**config.mk**
```make
export PLATFORM = sky130hd
export DESIGN_NAME = core_run_monitor
export DESIGN_NICKNAME = d
export VERILOG_FILES = /design/src/rtl/core_run_monitor.sv
export SDC_FILE = /design/constraint.sdc
export NUM_CORES = 1
export LEC_CHECK = 0
export ABC_AREA = 1
export CELL_PAD_IN_SITES_DETAIL_PLACEMENT = 1
export CELL_PAD_IN_SITES_GLOBAL_PLACEMENT = 1
export CORE_UTILIZATION = 33
export DETAILED_ROUTE_END_ITERATION = 8
export GPL_ROUTABILITY_DRIVEN = 0
export PLACE_DENSITY_LB_ADDON = 0.1
export SYNTH_ARGS = -nofsm -noshare
export SYNTH_HDL_FRONTEND = slang
export SYNTH_SLANG_ARGS = --single-unit
```
**constraint.sdc**
```tcl
create_clock -name clk -period 4 [get_ports clk]
set_input_delay 0.4 -clock clk [delete_from_list [all_inputs] [get_ports clk]]
set_output_delay 0.4 -clock clk [all_outputs]
set_load 0.1 [all_outputs]
```
**src/rtl/core_run_monitor.sv**
```systemverilog
// Run-control/trace monitor: detects ECALL/EBREAK and watchdog expiry, counts cycles/instructions, drains, then halts. Trace buffer only with MON_TRACE_EN.
// Latency: counters and cause update one cycle after the qualifying edge; halt_o rises DRAIN_CYCLES+1 cycles after the stop edge; trace read data is registered (1 cycle).
// Backpressure: none; this block only observes the instruction stream and never stalls the core.
module core_run_monitor #(
    parameter int XLEN         = 32,
    parameter int CNT_W        = 32,
    parameter int TRACE_DEPTH  = 16,
    parameter int TIMEOUT      = 1000,
    parameter int DRAIN_CYCLES = 1
) (
    input  logic                         clk,
    input  logic                         reset,
    input  logic                         valid_i,
    input  logic [XLEN-1:0]              pc_i,
    input  logic [XLEN-1:0]              instr_i,
    input  logic [$clog2(TRACE_DEPTH)-1:0] trace_rd_idx_i,
    output logic                         halt_o,
    output logic [1:0]                   halt_cause_o,
    output logic [CNT_W-1:0]             cycle_cnt_o,
    output logic [CNT_W-1:0]             instr_cnt_o,
    output logic [$clog2(TRACE_DEPTH):0] trace_count_o,
    output logic [XLEN-1:0]              trace_pc_o,
    output logic [XLEN-1:0]              trace_instr_o
);
    localparam int IDX_W = $clog2(TRACE_DEPTH);
    localparam logic [XLEN-1:0]  INSTR_ECALL  = XLEN'(32'h0000_0073);
    localparam logic [XLEN-1:0]  INSTR_EBREAK = XLEN'(32'h0010_0073);
    localparam logic [CNT_W-1:0] CNT_MAX      = '1;
    localparam logic [CNT_W-1:0] TIMEOUT_LAST = (TIMEOUT > 0) ? CNT_W'(TIMEOUT - 1) : '0;
    localparam logic [7:0]       DRAIN_LOAD   = 8'(DRAIN_CYCLES);

    typedef enum logic [1:0] {
        ST_RUN,
        ST_DRAIN,
        ST_HALTED
    } state_t;

    state_t           state_q, state_d;
    logic [1:0]       cause_q, cause_d;
    logic [7:0]       drain_q, drain_d;
    logic [CNT_W-1:0] cycle_q, instr_q;
    logic             accept;
    logic             stop_ecall, stop_ebreak, timeout_hit;

    always_comb begin
        state_d     = state_q;
        cause_d     = cause_q;
        drain_d     = drain_q;
        accept      = (state_q == ST_RUN) && valid_i;
        stop_ecall  = accept && (instr_i == INSTR_ECALL);
        stop_ebreak = accept && (instr_i == INSTR_EBREAK);
        timeout_hit = (TIMEOUT != 0) && (state_q == ST_RUN) && (cycle_q == TIMEOUT_LAST);

        case (state_q)
            ST_RUN: begin
                if (stop_ecall || stop_ebreak || timeout_hit) begin
                    // Instruction causes take precedence over a coincident timeout.
                    if (stop_ecall)       cause_d = 2'b01;
                    else if (stop_ebreak) cause_d = 2'b10;
                    else                  cause_d = 2'b11;
                    drain_d = DRAIN_LOAD;
                    state_d = (DRAIN_LOAD == 8'd0) ? ST_HALTED : ST_DRAIN;
                end
            end
            ST_DRAIN: begin
                if (drain_q <= 8'd1) state_d = ST_HALTED;
                else                 drain_d = drain_q - 8'd1;
            end
            ST_HALTED: begin
                state_d = ST_HALTED;
            end
            default: begin
                state_d = ST_RUN;
            end
        endcase
    end

    always_ff @(posedge clk) begin
        if (reset) begin
            state_q <= ST_RUN;
            cause_q <= 2'b00;
            drain_q <= 8'd0;
            cycle_q <= '0;
            instr_q <= '0;
        end else begin
            state_q <= state_d;
            cause_q <= cause_d;
            drain_q <= drain_d;
            if ((state_q != ST_HALTED) && (cycle_q != CNT_MAX)) cycle_q <= cycle_q + CNT_W'(1);
            if (accept && (instr_q != CNT_MAX))                 instr_q <= instr_q + CNT_W'(1);
        end
    end

    assign halt_o       = (state_q == ST_HALTED);
    assign halt_cause_o = cause_q;
    assign cycle_cnt_o  = cycle_q;
    assign instr_cnt_o  = instr_q;

`ifdef MON_TRACE_EN
    logic [XLEN-1:0]  mem_pc    [TRACE_DEPTH];
    logic [XLEN-1:0]  mem_instr [TRACE_DEPTH];
    logic [IDX_W-1:0] wr_ptr;
    logic [IDX_W:0]   tcount;
    logic [XLEN-1:0]  rd_pc, rd_instr;
    logic [IDX_W-1:0] rd_addr;

    // Index 0 is the most recent write, i.e. the slot just behind wr_ptr.
    assign rd_addr = wr_ptr - IDX_W'(1) - trace_rd_idx_i;

    always_ff @(posedge clk) begin
        if (reset) begin
            wr_ptr   <= '0;
            tcount   <= '0;
            rd_pc    <= '0;
            rd_instr <= '0;
            for (int i = 0; i < TRACE_DEPTH; i++) begin
                mem_pc[i]    <= '0;
                mem_instr[i] <= '0;
            end
        end else begin
            rd_pc    <= mem_pc[rd_addr];
            rd_instr <= mem_instr[rd_addr];
            if (accept) begin
                mem_pc[wr_ptr]    <= pc_i;
                mem_instr[wr_ptr] <= instr_i;
                wr_ptr            <= wr_ptr + IDX_W'(1);
                if (tcount != (IDX_W+1)'(TRACE_DEPTH)) tcount <= tcount + (IDX_W+1)'(1);
            end
        end
    end

    assign trace_count_o = tcount;
    assign trace_pc_o    = rd_pc;
    assign trace_instr_o = rd_instr;
`else
    logic unused_trace;
    assign unused_trace  = ^{pc_i, trace_rd_idx_i};
    assign trace_count_o = '0;
    assign trace_pc_o    = '0;
    assign trace_instr_o = '0;
`endif

endmodule

```
======== Yosys cells after proc, flatten, opt, wreduce, memory -nomap -nowiden ========
Cells that the tools add are included.
word-level totals
  flip-flop bits (word level) ............. 76
  input port bits ......................... 71
  word-level logic and storage cells ...... 41
cells by class
  $add $sub $neg .......................... 3
  reductions and logical operators ........ 13
  order comparisons ....................... 1
  equality and inequality tests ........... 11
  mux-type cells .......................... 8
operator list
  operator                                                                          number
  32-bit by 1-bit adder with 32-bit output, second input constant                   2
  32-bit inequality test, second input constant                                     2
  32-bit by 10-bit == test with 1-bit output, second input constant                 1
  32-bit by 21-bit == test with 1-bit output, second input constant                 1
  32-bit by 7-bit == test with 1-bit output, second input constant                  1
  8-bit 2-to-1 mux                                                                  2
  8-bit one-hot mux with 2 select lines                                             1
  8-bit by 1-bit less-or-equal comparator with 1-bit output, second input constant  1
  8-bit by 1-bit subtractor with 8-bit output, second input constant                1
  1-bit logical AND                                                                 6
  2-bit 2-to-1 mux                                                                  3
  2-bit inequality test, second input constant                                      3
  2-bit one-hot mux with 3 select lines                                             1
  2-bit AND reduction                                                               2
  3-bit AND reduction                                                               1
  2-bit by 1-bit == test with 1-bit output, second input constant                   1
  2-bit == test, second input constant                                              1
  2-bit zero test                                                                   1
  1-bit logical OR                                                                  2
  2-bit by 1-bit inequality test with 1-bit output, second input constant           1
  2-bit nonzero test                                                                1
  1-bit 2-to-1 mux                                                                  1

======== Logic depth before layout (Yosys ltp) ========
  depth after elaboration ................. 7
  depth in mapped cells ................... 12
  depth with buffers taken out ............ 12

======== Worst setup path after synthesis ========
Ideal clock, no wire load.
  kind .................................... reg-to-reg
  from .................................... register cycle_q[0], in the netlist cycle_cnt_o[0]
  to ...................................... register cycle_q[0], in the netlist cycle_cnt_o[0]
  clock period less this slack ............ 2.586 ns
  cell stages (with the launch flop) ...... 10
  data required time ...................... 3.831 ns
  slack ................................... 1.414 ns
  data arrival time ....................... 2.417 ns
  cells stage by stage .................... dfxtp_1 -> ha_1 -> nand3_1 -> inv_2 -> nand2_2 -> nor2_4 -> a21oi_2 -> buf_6 -> o21ai_0 -> a21oi_1
between the ends
  longest elaborated chain between the ends .. 2
  elaborated cells between the ends (all ways) .. 3
RTL lines
  element                                                                                           line  text
  start, declared                                                                                   41    logic [CNT_W-1:0] cycle_q, instr_q;
  start signal, assigned                                                                            89    if ((state_q != ST_HALTED) && (cycle_q != CNT_MAX)) cycle_q <= cycle_q + CNT_W'(1);
  parallel branches: the longest is 2 deep, another holds 32-bit by 1-bit adder with 32-bit output  -
Several ways; the timed one is not identified.
A chain may end at the register's enable or synchronous reset.

======== Worst setup path in the final report ========
  from .................................... register state_q[0]
  to ...................................... output halt_o
between the ends
  longest elaborated chain between the ends .. 1
RTL lines
  element                 line  text
  start, declared         38    state_t state_q, state_d;
  start signal, assigned  86    state_q <= state_d;
  2-bit == test           94    assign halt_o = (state_q == ST_HALTED);
  end, declared           17    output logic halt_o,
No other way between the ends.

==> reports/qor.yml <==
status: "complete, no violations"
rsz0062_at_grt: "false"
die_h_um: 132
relSlewSlack_pct: 32.4
startpoint_type: "flip-flop"
cts_hold_buffers: 0
critPathArrivalTime_ns: 2.20
worstHoldPathType: "reg -> reg"
cts.repair.resized: 0
initialDrtViolationCount: 168
ys_seq_elements: 76
grtUsageTotal_pct: 20.0
max_cap_viol_count: 0
die-area_um2: 17400
cts_setup_buffers: 0
grt_max_degree: 40
clk_pin_slew_ns: 0.06
post-route-period-util_pct: 65.1
row_count: 47
yosysUniqueCellTypes: 36
initial_utilization_pct: 33.7
worstPathRequired_ns: 3.60
cts_buffers: 9
die_x_um: 132
dr.pass1.iters: 4
multi_input_comb_area_um2: 3330
fin_crit_ns: 2.60
hold_viol_final: 0
slowest_stage: "clkdlybuf4s50_1"
netlist_area_um2: 5560
drive_gt1_share_pct: 7.24
fin_nets: 1068
ir_worst_vdd_v: 0.000261
path_cells: "inv_1 > ha_1 > clkdlybuf4s50_1"
drt_wl_total_mm: 16.8
cts-htree-levels: 3
cp-end-kind: "output port"
grt_pass1_vias: 5591
p_per_area_nw_per_um2: 423
wl_per_cell_um: 13.9
yosysSeqAreaShare_pct: 27.4
grt_pass1_wl_mm: 27.9
diodes: 0
cts_buffer_depth: 2
vias: 5579
utilization_pct: 41.3
dp_hpwl_mm: 13.1
syn_to_final_growth_pct: 22.8
route.detailed.drc: 0
final-setup-viol-count: 0
coreArea_um2: 16500
viasPerCell: 4.60
ios: 207
cts_sinks: 76
gr-total-overflow: 0
yosysWarningCount: 0
fmax_mhz: 384
fin_worst_skew_ns: 0.00797
fillers: 2171
worst_pin_slew_ns: 1.01
fin_setup_tns_ns: 0
synthCells: 893
crit_type: "reg -> out"
antenna_found_initial: 0
register_area_um2: 1520
syn_area_per_cell_um2: 6.23
power.leakage_nw: 2.54
tritoncts: "yes"
port-buffer-count: 101
final_max_slew_viol_count: 0
clkLatencyLatePin_ns: 0.34
root_buffer: "clkbuf_16"
max_stage_delay_ns: 1.16
ant_nets: 0
crit_fanout: 3
## stage by stage
stage / worst slack, ns / std cells / area [um2] / power (W) / hold WS, ns
6_report: 1.40 / 1214 / 6830 / 0.00289 / 0.471
3_5_place_dp: 1.41 / 1198 / 6480 / 0.00194 / 0.457
2_1_floorplan: 1.41 / 961 / 5820 / 0.00182 / 0.454
5_1_grt: 1.16 / 1214 / 6830 / 0.00307 / 0.529
4_1_cts: 1.35 / 1214 / 6830 / 0.00294 / 0.476
3_3_place_gp: 1.45 / 1198 / 6480 / 0.00194 / 0.460
## power by group
| group | internal, W | switching [W] | total [W] |
|---|---|---|---|
| clock network | 0.000643 | 0.000331 | 0.000974 |
| registers | 0.000799 | 0.0000381 | 0.000837 |
| logic | 0.000226 | 0.000853 | 0.00108 |
## layout make-up
cell class	instances	area share [%]
clock inverter	4	1.39
clock buffer	12	3.75
tap	220	4.03
multi-input combinational	712	48.7
sequential	76	22.3
timing repair buffer	105	15.2
inverter	85	4.67
## worst max-delay path, delay by kind of cell, from the launching register on
family     cells  cell delay, ns
flops          1            0.34
buf+inv        2            1.27
fa+ha+maj      1            0.25
## worst paths after layout
| check | startpoint | endpoint | cells past startpoint | slack (ns) |
|---|---|---|---|---|
| worst max-delay path | state_q[0] | halt_o | 3 | 1.40 |
| worst min-delay path | halt_cause_o[1] | halt_cause_o[1] | 2 | 0.47 |
| worst max register to register | instr_cnt_o[0] | instr_cnt_o[17] | 13 | 1.44 |
| worst min register to register | halt_cause_o[1] | halt_cause_o[1] | 2 | 0.47 |
## cells in the mapped netlist (all sizes together)
library cell    n  area [um2]
nand4          17         106
or2             2        12.5
a211oi          1        7.51
xnor2           6        52.6
ha              8         100
clkbuf          8        30.0
dfxtp          76        1520
o31ai           1        7.51
o211ai          1        7.51
nand3b         11        82.6
nand2         264        1040
buf            80         619
nor3b           4        30.0
conb            1        3.75
a21oi          53         340
inv            84         315
nand3          41         205
o21ai          23         123
clkinv          1        3.75
xor2           14         123
nor2          162         631
nor3           35         196
## logic make-up (layout without fill, tap and decap cells)
logic type	Yosys count	in the layout	synth area share [%]
flip-flops	76	76	27.4
buffers and inverters	173	206	17.4
XOR/XNOR	20	20	3.15
AO/OA/AOI/OAI	79	79	8.73
other	1	69	0.0674
adder cells (fa/ha/maj)	8	8	1.80
AND/OR/NAND/NOR	536	536	41.5
## sequential cells by signal, summed over array words and instances (netlist names)
register and cells:
halt_cause_o 2, state_q 2, drain_q 8, instr_cnt_o 32
cycle_cnt_o 32
## per-layer routing
metal	up-vias	GRT usage [%]	part of all wire [%]
li1	2879	-	-
met1	2592	23.9	45
met2	92	36.5	51
met3	16	3.88	2.9
met4	0	4.59	1.4
met5	-	0	0
## cell usage in the layout, fill, tap and decap left out, types with 4 or more instances in the layout
cell / Yosys / final
nor3b_1: 4 / 4
conb_1: 1 / 69
clkbuf_16: 0 / 9
nand3_1: 41 / 41
xor2_1: 14 / 14
buf_4: 70 / 4
o21ai_0: 21 / 21
dfxtp_1: 76 / 76
clkdlybuf4s50_1: 0 / 100
nand3b_1: 11 / 11
nor2_1: 155 / 155
ha_1: 8 / 8
nor3_1: 32 / 32
inv_1: 80 / 80
xnor2_1: 6 / 6
inv_2: 4 / 4
a21oi_2: 20 / 20
nand2_2: 12 / 12
nand4_1: 17 / 17
nor2_2: 6 / 6
a21oi_1: 33 / 33
nand2_1: 250 / 250
(Power assumes the default switching activity.)
